## src/rtl/mmap_perf_pkg.sv

```systemverilog
// Shared register map and CTRL bit positions for the perf register block.
package mmap_perf_pkg;

    // Word offsets inside the 64-word window
    localparam logic [5:0] OFF_CTRL      = 6'h00;
    localparam logic [5:0] OFF_MASK      = 6'h01;
    localparam logic [5:0] OFF_CLR       = 6'h02;
    localparam logic [5:0] OFF_SNAP      = 6'h03;
    localparam logic [5:0] OFF_TIMER     = 6'h04;
    localparam logic [5:0] OFF_PRESC     = 6'h05;
    localparam logic [5:0] OFF_CMP       = 6'h06;
    localparam logic [5:0] OFF_STATUS    = 6'h07;
    localparam logic [5:0] OFF_KEYLVL    = 6'h08;
    localparam logic [5:0] OFF_CNT_BASE  = 6'h10;
    localparam logic [5:0] OFF_SNAP_BASE = 6'h20;

    // CTRL register bit indices
    localparam int CTRL_CNT_EN = 0;
    localparam int CTRL_TMR_EN = 1;
    localparam int CTRL_IRQ_EN = 2;

endpackage

```

## src/rtl/mmap_perf_regs_counter.sv

```systemverilog
// One event counter channel: live count plus snapshot copy.
// Clear beats increment; snapshot always captures the value before this edge.
module perf_counter #(
    parameter int DATA_W   = 16,
    parameter int SATURATE = 1
) (
    input  logic              clk,
    input  logic              rst_n,
    input  logic              clr,
    input  logic              inc,
    input  logic              en,
    input  logic              snap,
    output logic [DATA_W-1:0] cnt,
    output logic [DATA_W-1:0] snap_cnt
);

    // Live counter with clear priority and saturate-or-wrap at all-ones
    always_ff @(posedge clk or negedge rst_n) begin
        if (!rst_n) begin
            cnt <= '0;
        end else if (clr) begin
            cnt <= '0;
        end else if (inc && en) begin
            if ((cnt == '1) && (SATURATE != 0)) begin
                cnt <= cnt;
            end else begin
                cnt <= cnt + 1'b1;
            end
        end
    end

    // Snapshot samples the pre-update live value
    always_ff @(posedge clk or negedge rst_n) begin
        if (!rst_n) begin
            snap_cnt <= '0;
        end else if (snap) begin
            snap_cnt <= cnt;
        end
    end

endmodule

```

## src/rtl/mmap_perf_regs.sv

```systemverilog
// Memory-mapped perf block: event counters, prescaled timer, key edge capture, irq.
// Bus: a transfer is addr/wdata qualified by mm_we (write, applied at the next clk
// edge) or mm_re (read, rdata valid combinationally in the same cycle); there is no
// ready/stall, every strobe completes in its own cycle and a read beside a write
// sees the pre-write contents.
module mmap_perf_regs
    import mmap_perf_pkg::*;
#(
    parameter logic [15:0] BASE_ADDR = 16'hC040,
    parameter int          DATA_W    = 16,
    parameter int          NUM_CNT   = 4,
    parameter int          NUM_KEYS  = 2,
    parameter int          SATURATE  = 1
) (
    input  logic                clk,
    input  logic                rst_n,
    input  logic                mm_we,
    input  logic                mm_re,
    input  logic [15:0]         addr,
    input  logic [DATA_W-1:0]   wdata,
    output logic [DATA_W-1:0]   rdata,
    input  logic [NUM_CNT-1:0]  inc,
    input  logic [NUM_KEYS-1:0] key,
    output logic                irq
);

    logic                hit;
    logic [5:0]          off;
    logic [2:0]          ctrl_q;
    logic [NUM_CNT-1:0]  mask_q;
    logic [DATA_W-1:0]   timer_q, presc_q, cmp_q, pre_cnt;
    logic [NUM_KEYS:0]   status_q;
    logic [NUM_KEYS-1:0] key_s1, key_s2, key_hist, key_rise;
    logic [NUM_CNT-1:0]  clr_vec;
    logic                snap_wr, timer_wr, status_wr, tick, match;
    logic [NUM_KEYS:0]   w1c;
    logic [DATA_W-1:0]   rd_mux;
    logic [DATA_W-1:0]   live  [NUM_CNT];
    logic [DATA_W-1:0]   snaps [NUM_CNT];

    assign hit       = (addr[15:6] == BASE_ADDR[15:6]);
    assign off       = addr[5:0];
    assign snap_wr   = mm_we && hit && (off == OFF_SNAP);
    assign timer_wr  = mm_we && hit && (off == OFF_TIMER);
    assign status_wr = mm_we && hit && (off == OFF_STATUS);
    assign clr_vec   = (mm_we && hit && (off == OFF_CLR)) ? wdata[NUM_CNT-1:0] : '0;
    assign w1c       = status_wr ? wdata[NUM_KEYS:0] : '0;
    assign tick      = ctrl_q[CTRL_TMR_EN] && (pre_cnt == presc_q);
    assign match     = tick && !timer_wr && (timer_q == cmp_q);
    assign key_rise  = key_s2 & ~key_hist;

    // Plain RW configuration registers
    always_ff @(posedge clk or negedge rst_n) begin
        if (!rst_n) begin
            ctrl_q  <= '0;
            mask_q  <= '0;
            presc_q <= '0;
            cmp_q   <= '0;
        end else if (mm_we && hit) begin
            case (off)
                OFF_CTRL:  ctrl_q  <= wdata[2:0];
                OFF_MASK:  mask_q  <= wdata[NUM_CNT-1:0];
                OFF_PRESC: presc_q <= wdata;
                OFF_CMP:   cmp_q   <= wdata;
                default:   ;
            endcase
        end
    end

    // Prescaler and auto-reload timer; a bus load discards a coincident tick
    always_ff @(posedge clk or negedge rst_n) begin
        if (!rst_n) begin
            timer_q <= '0;
            pre_cnt <= '0;
        end else if (timer_wr) begin
            timer_q <= wdata;
            pre_cnt <= '0;
        end else if (ctrl_q[CTRL_TMR_EN]) begin
            if (tick) begin
                pre_cnt <= '0;
                timer_q <= match ? '0 : timer_q + 1'b1;
            end else begin
                pre_cnt <= pre_cnt + 1'b1;
            end
        end
    end

    // Two-flop key synchroniser plus history flop for edge detect
    always_ff @(posedge clk or negedge rst_n) begin
        if (!rst_n) begin
            key_s1   <= '0;
            key_s2   <= '0;
            key_hist <= '0;
        end else begin
            key_s1   <= key;
            key_s2   <= key_s1;
            key_hist <= key_s2;
        end
    end

    // Sticky status with W1C; a new event in the clearing cycle keeps the bit set
    always_ff @(posedge clk or negedge rst_n) begin
        if (!rst_n) begin
            status_q <= '0;
            irq      <= 1'b0;
        end else begin
            status_q <= (status_q & ~w1c) | {key_rise, match};
            irq      <= ctrl_q[CTRL_IRQ_EN] && (|status_q);
        end
    end

    for (genvar g = 0; g < NUM_CNT; g++) begin : g_cnt
        perf_counter #(
            .DATA_W   (DATA_W),
            .SATURATE (SATURATE)
        ) u_cnt (
            .clk      (clk),
            .rst_n    (rst_n),
            .clr      (clr_vec[g]),
            .inc      (inc[g]),
            .en       (ctrl_q[CTRL_CNT_EN] && mask_q[g]),
            .snap     (snap_wr),
            .cnt      (live[g]),
            .snap_cnt (snaps[g])
        );
    end

    // Read decode; unmapped offsets and absent channels return 0
    always_comb begin
        rd_mux = '0;
        case (off)
            OFF_CTRL:   rd_mux = DATA_W'(ctrl_q);
            OFF_MASK:   rd_mux = DATA_W'(mask_q);
            OFF_TIMER:  rd_mux = timer_q;
            OFF_PRESC:  rd_mux = presc_q;
            OFF_CMP:    rd_mux = cmp_q;
            OFF_STATUS: rd_mux = DATA_W'(status_q);
            OFF_KEYLVL: rd_mux = DATA_W'(key_s2);
            default: begin
                for (int i = 0; i < NUM_CNT; i++) begin
                    if (off == OFF_CNT_BASE + 6'(i))  rd_mux = live[i];
                    if (off == OFF_SNAP_BASE + 6'(i)) rd_mux = snaps[i];
                end
            end
        endcase
    end

    assign rdata = (mm_re && hit) ? rd_mux : '0;

endmodule

```

## config.mk

```make
export PLATFORM = sky130hd
export DESIGN_NAME = mmap_perf_regs
export DESIGN_NICKNAME = d
export VERILOG_FILES = /design/src/rtl/mmap_perf_pkg.sv /design/src/rtl/mmap_perf_regs_counter.sv /design/src/rtl/mmap_perf_regs.sv
export SDC_FILE = /design/constraint.sdc
export NUM_CORES = 1
export LEC_CHECK = 0
export ABC_CLOCK_PERIOD_IN_PS = 2900
export BUFFER_PORTS_ARGS = -buffer_cell sky130_fd_sc_hd__buf_4
export CELL_PAD_IN_SITES_DETAIL_PLACEMENT = 0
export CELL_PAD_IN_SITES_GLOBAL_PLACEMENT = 1
export CORE_AREA = 2 2 198 200
export CTS_BUF_LIST = sky130_fd_sc_hd__clkbuf_8
export DETAILED_ROUTE_END_ITERATION = 12
export DIE_AREA = 0 0 200 202
export PLACE_DENSITY = 0.65
export SLEW_MARGIN = 20
export SYNTH_ARGS = -nofsm -noshare
export SYNTH_HDL_FRONTEND = slang
export SYNTH_SLANG_ARGS = --single-unit
```

## constraint.sdc

```tcl
create_clock -name clk -period 2.9 [get_ports clk]
set_input_delay 0.58 -clock clk [delete_from_list [all_inputs] [get_ports clk]]
set_output_delay 0.58 -clock clk [all_outputs]
set_load 0.01 [all_outputs]
```

* Yosys cells after proc, flatten, opt, wreduce, memory -nomap -nowiden
Index checks and enable logic that the tools add are counted.
** Operators by class
- Add/sub/neg operators :: 6
- Equality and inequality tests :: 27
- Multiplexer cells :: 31
- Bitwise logic cells :: 5
- Reduce and logical (&&, ||, !) cells :: 36
** Operator list (number)
- $mux 16 :: 28
- $pmux 16 s7 :: 1
- $add 16x1->16 const B :: 6
- $eq 16x16->1 const B :: 4
- $eq 16x16->1 :: 2
- $eq 6x3->1 const B :: 4
- $eq 6x5->1 const B :: 4
- $eq 6x6->1 const B :: 4
- $logic_and 1x1->1 :: 18
- $reduce_and 2->1 :: 9
- $eq 6x2->1 const B :: 2
- $reduce_bool 2->1 :: 6
- $eq 10x10->1 const B :: 1
- $ne 2x2->1 const B :: 4
- $eq 6x1->1 const B :: 1
- $eq 6x4->1 const B :: 1
- $logic_not 6->1 :: 1
- $mux 4 :: 1
- $and 3x3->3 :: 1
- $mux 3 :: 1
- $not 3->3 :: 1
- $or 3x3->3 :: 1
- $reduce_or 3->1 :: 1
- $and 2x2->2 :: 1
- other kinds (2) :: 2
** Word-level totals
- Register bits :: 209
- Input bits :: 42
- Output and inout port bits :: 17
- Word-level logic and storage cells :: 124

* Longest topological paths before layout
- Depth in word-level cells :: 11
- Depth in mapped cells :: 10
- Depth with buffers taken out :: 7

* Modules after synthesis
From an unflattened synthesis, not the netlist that was laid out.
** Unflattened totals
- Cell total of the unflattened synthesis :: 1198
- Area total of the unflattened synthesis :: 12075.3 um^2
** By module, submodules not included
- perf_counter :: times used 4, cells an instance 137, area an instance 1569.0 um^2
- mmap_perf_regs :: times used 1, cells an instance 650, area an instance 5799.3 um^2

* Worst setup path after synthesis
OpenSTA, ideal clock, no wires.
- Path type :: input-to-output
- Start point :: in addr[3]
- End point :: out rdata[11]
- Arrival time :: 2.383 ns
- Data required time :: 2.320 ns
- Setup slack :: -0.063 ns
- Stages on the path :: 9
- Cells stage by stage :: buf_2 or4b_1 buf_6 or2_1 buf_6 nand2_2 nor2_2 and4_1 nor4_1
** Between the ends
- Longest elaborated chain between the ends :: 11
- Elaborated cells on any way between the ends :: 25
- Those cells by class :: eq/ne: 14; mux: 10; reduce/logical: 1
** RTL lines
- start, declared :: RTL line mmap_perf_regs.sv:19 : input logic [15:0] addr,
- $eq 6x5->1 :: RTL line mmap_perf_regs.sv:141 : if (off == OFF_CNT_BASE + 6'(i)) rd_mux = live[i];
- $mux 16 :: RTL line mmap_perf_regs.sv:141
- $mux 16 :: RTL line mmap_perf_regs.sv:142 : if (off == OFF_SNAP_BASE + 6'(i)) rd_mux = snaps[i];
- $mux 16 :: RTL line mmap_perf_regs.sv:141
- $mux 16 :: RTL line mmap_perf_regs.sv:142
- $mux 16 :: RTL line mmap_perf_regs.sv:141
- $mux 16 :: RTL line mmap_perf_regs.sv:142
- $mux 16 :: RTL line mmap_perf_regs.sv:141
- $mux 16 :: RTL line mmap_perf_regs.sv:142
- $pmux 16 s7 (*) :: RTL line mmap_perf_regs.sv:131 : case (off)
- $mux 16 (*) :: RTL line mmap_perf_regs.sv:148 : assign rdata = (mm_re && hit) ? rd_mux : '0;
- end, declared :: RTL line mmap_perf_regs.sv:21 : output logic [DATA_W-1:0] rdata,
Every way passes the cells marked *; elsewhere a longest branch is shown, timed or not.

* Worst setup path after layout
- Start point :: in addr[5]
- End point :: out rdata[6]
Same word-level chain as after synthesis.

==> metrics.cfg <==
[outcome]
status=complete, but fails checks
violations=negative setup slack

[global_route]
grt_max_degree=73
grt_pass1_vias=9337
antenna_found_initial=0
grtUsageTotal_pct=18.6
grt_overflow=0
grt_pass1_wl_mm=57.1

[power_and_ir_drop]
p_switching_mw=1.53
ir_drop_v=0.000255
total_power_mw=6.43
static-leakage-power_nw=6.53
p_per_area_mw_per_mm2=437
switching_share_pct=23.8
power_frac_comb_pct=5.2
seqPwrFrac_pct=45.5
p_int_mw=4.90
p_clk_share_pct=49.3

[logic_synthesis]
synth_ff_type=dfrtp_1
synth_edf_count=0
synth_compound_area_share_pct=11.1
syn_inst=1109
ys_types=74
synth-simple-area-share_pct=18.9
async_flop_share_pct=100
synthMuxAreaShare_pct=12.2
synth_xor_area_share_pct=7.92
synthAdderAreaFrac_pct=0.659
yosysWarnings=0
synth_top_family_by_area=simple AND/OR/NAND/NOR gates
synth_area_mm2=0.0114
ys_ff_latch=209
ys_seq_area_share_pct=45.9
syn_area_per_cell_um2=10.3
synthesis.nets=1157

[floorplan]
fp.coreArea_mm2=0.0383
start_util_pct=29.7
fp.dieW_um=200
ios=59
dieHeight_um=202
rows=72
die-area_mm2=0.0404

[sta]
relSlewSlack_pct=40.6
max_freq_mhz=321
worst_pin_slew_ps=891
hold_violations=0
whs_ps=5.32
slew_violations=0
tns_ps=-2200
timing.final.crit_period_ps=3120
rsz0062_at_grt=yes
clock_skew_ps=28.5
fin_ws_ps=-216
setup_viol=16
finalCritPeriodShare_pct=107

[finish]
final_core_util_pct=38.4
drive_gt1_share_pct=32.2
final_cell_mix=dfrtp_1 (209), buf_4 (144), nor2_1 (117), mux2_2 (96), nand2_1 (87)
stdcell_area_mm2=0.0147
syn2layout_area_growth_pct=29.1
final_nets=1327
stdcell_count=1826
final_common_cell=dfrtp_1

[place]
gp_congestion=0.876
dp.cells=1733
post_dp_cell_area_mm2=0.0132
dp_slack_ps=-423
io_buffers=58
dp_hpwl_mm=26.8

[setup_path]
timing.rr.end=g_cnt[3].u_cnt.cnt[3]
r2r-start=g_cnt[3].u_cnt.cnt[0]
r2r_slack_ps=500
endpoint=rdata[6]
critPathRequiredTime_ps=2320
reg2reg_depth=7
cp_max_fo=7
start_kind=input port
arrival_ps=2540
crit_path_end_kind=output pin
crit_path_start=addr[5]
crit_type=in -> out

[clock_tree]
cts.sinks=209
clkTransAtPathRegs_ps=60
cts_hold_buffers=0
cts_tree=built
cts_buffers=40
clk_latency_ps=560
clockBufferDepth=3
cts_root_buffer=clkbuf_8
htreeDepth=2

[routing]
wl_per_cell_um=20.2
vias=9446
finalWirelength_mm=36.9
drc_errors=0
viasPerCell=5.17
ant_nets=0
drt_iter0_drc=624
dr.pass1.iters=6

[min_path]
hold_class=in -> async

[flow_run]
maxCapViolCount=0

## flip-flops by register name (all words and copies together) (netlist names)
signal / count
g_cnt.u_cnt.cnt: 64
ctrl_q: 3
cmp_q: 16
presc_q: 16
g_cnt.u_cnt.snap_cnt: 64
pre_cnt: 16
status_q: 3
irq: 1
key_s2: 2
key_hist: 2
timer_q: 16
mask_q: 4
key_s1: 2
## worst min-delay path by stage
stage          startpoint          end  slack, ps  cells after the start
2_1_floorplan       rst_n     cmp_q[0]        280                      0
3_3_place_gp    key_s1[0]    key_s2[0]        340                      0
3_5_place_dp    key_s1[0]    key_s2[0]        340                      0
4_1_cts             rst_n  presc_q[14]          7                      1
5_1_grt             rst_n  timer_q[14]         40                      1
6_report            rst_n    cmp_q[11]          5                      1
## power groups by stage
stage | combinational [mW] | sequential, mW | clock [mW]
floorplan | 0.0899 | 2.98 | 0
global placement | 0.304 | 2.98 | 0
detailed placement | 0.305 | 2.98 | 0
CTS | 0.330 | 2.93 | 3.25
global route | 0.362 | 2.92 | 3.38
finish | 0.332 | 2.93 | 3.17
## kinds of logic after synthesis
kind of cell,after synthesis
and+or+nand+nor,416
muxes,125
AOI/OAI and AO/OA,182
xor gates and xnor gates,103
buffers and inverters,68
DFF,209
adders and majority gates,6
## synthesized netlist by cell type, types with 8 or more instances
master,n,area [µm²]
and4_1,19,166
and3_1,21,131
a311oi_1,9,78.8
mux2_1,8,90.1
a221oi_1,9,78.8
a22oi_1,31,233
inv_1,10,37.5
xor2_1,37,324
nor4_1,11,68.8
mux2_2,96,1080
nor3_1,21,105
nor2_1,122,458
a21oi_1,37,185
buf_6,11,124
nand3_1,43,215
nand2_1,89,334
clkbuf_1,26,97.6
o21ai_0,38,190
nand2b_1,9,56.3
mux2i_1,20,200
dfrtp_1,209,5230
and2_1,14,87.6
buf_2,15,75.1
xnor2_1,66,578
nand4_1,25,156
## what timing repair did
action                                  CTS  global route
endpoints found under the setup margin   16            16
buffers inserted                         11            11
gates resized for setup                  72            31
pin swaps                                49            29
cloned                                    3             0
## worst max-delay path, cell delays in order
cell and delay (ps):
buf_6 90, or4b_4 540, buf_12 170, nor2_4 140
buf_12 150, buf_6 100, a221oi_2 40, nor2_1 150
a21oi_2 60, a311oi_2 320, buf_4 180
## area by class of cell
cell class,instances,area [µm²]
fill,3813,23600
multi-input combinational,833,6170
sequential,209,5230
timing repair buffer,185,1750
clock buffer,51,702
tap,518,648
clock inverter,18,159
inverter,10,37.5
antenna,2,5.00
## metal layers
metal | GRT usage (%) | share of wire [%] | up-vias | wire, µm
li1 | - | - | 4379 | -
met1 | 26.2 | 47 | 4742 | 17200
met2 | 28.5 | 45 | 253 | 16800
met3 | 3.27 | 4.8 | 72 | 1760
met4 | 6.53 | 3.2 | 0 | 1160
met5 | 0 | 0 | - | 0
Power figures use the tool's default switching activity.
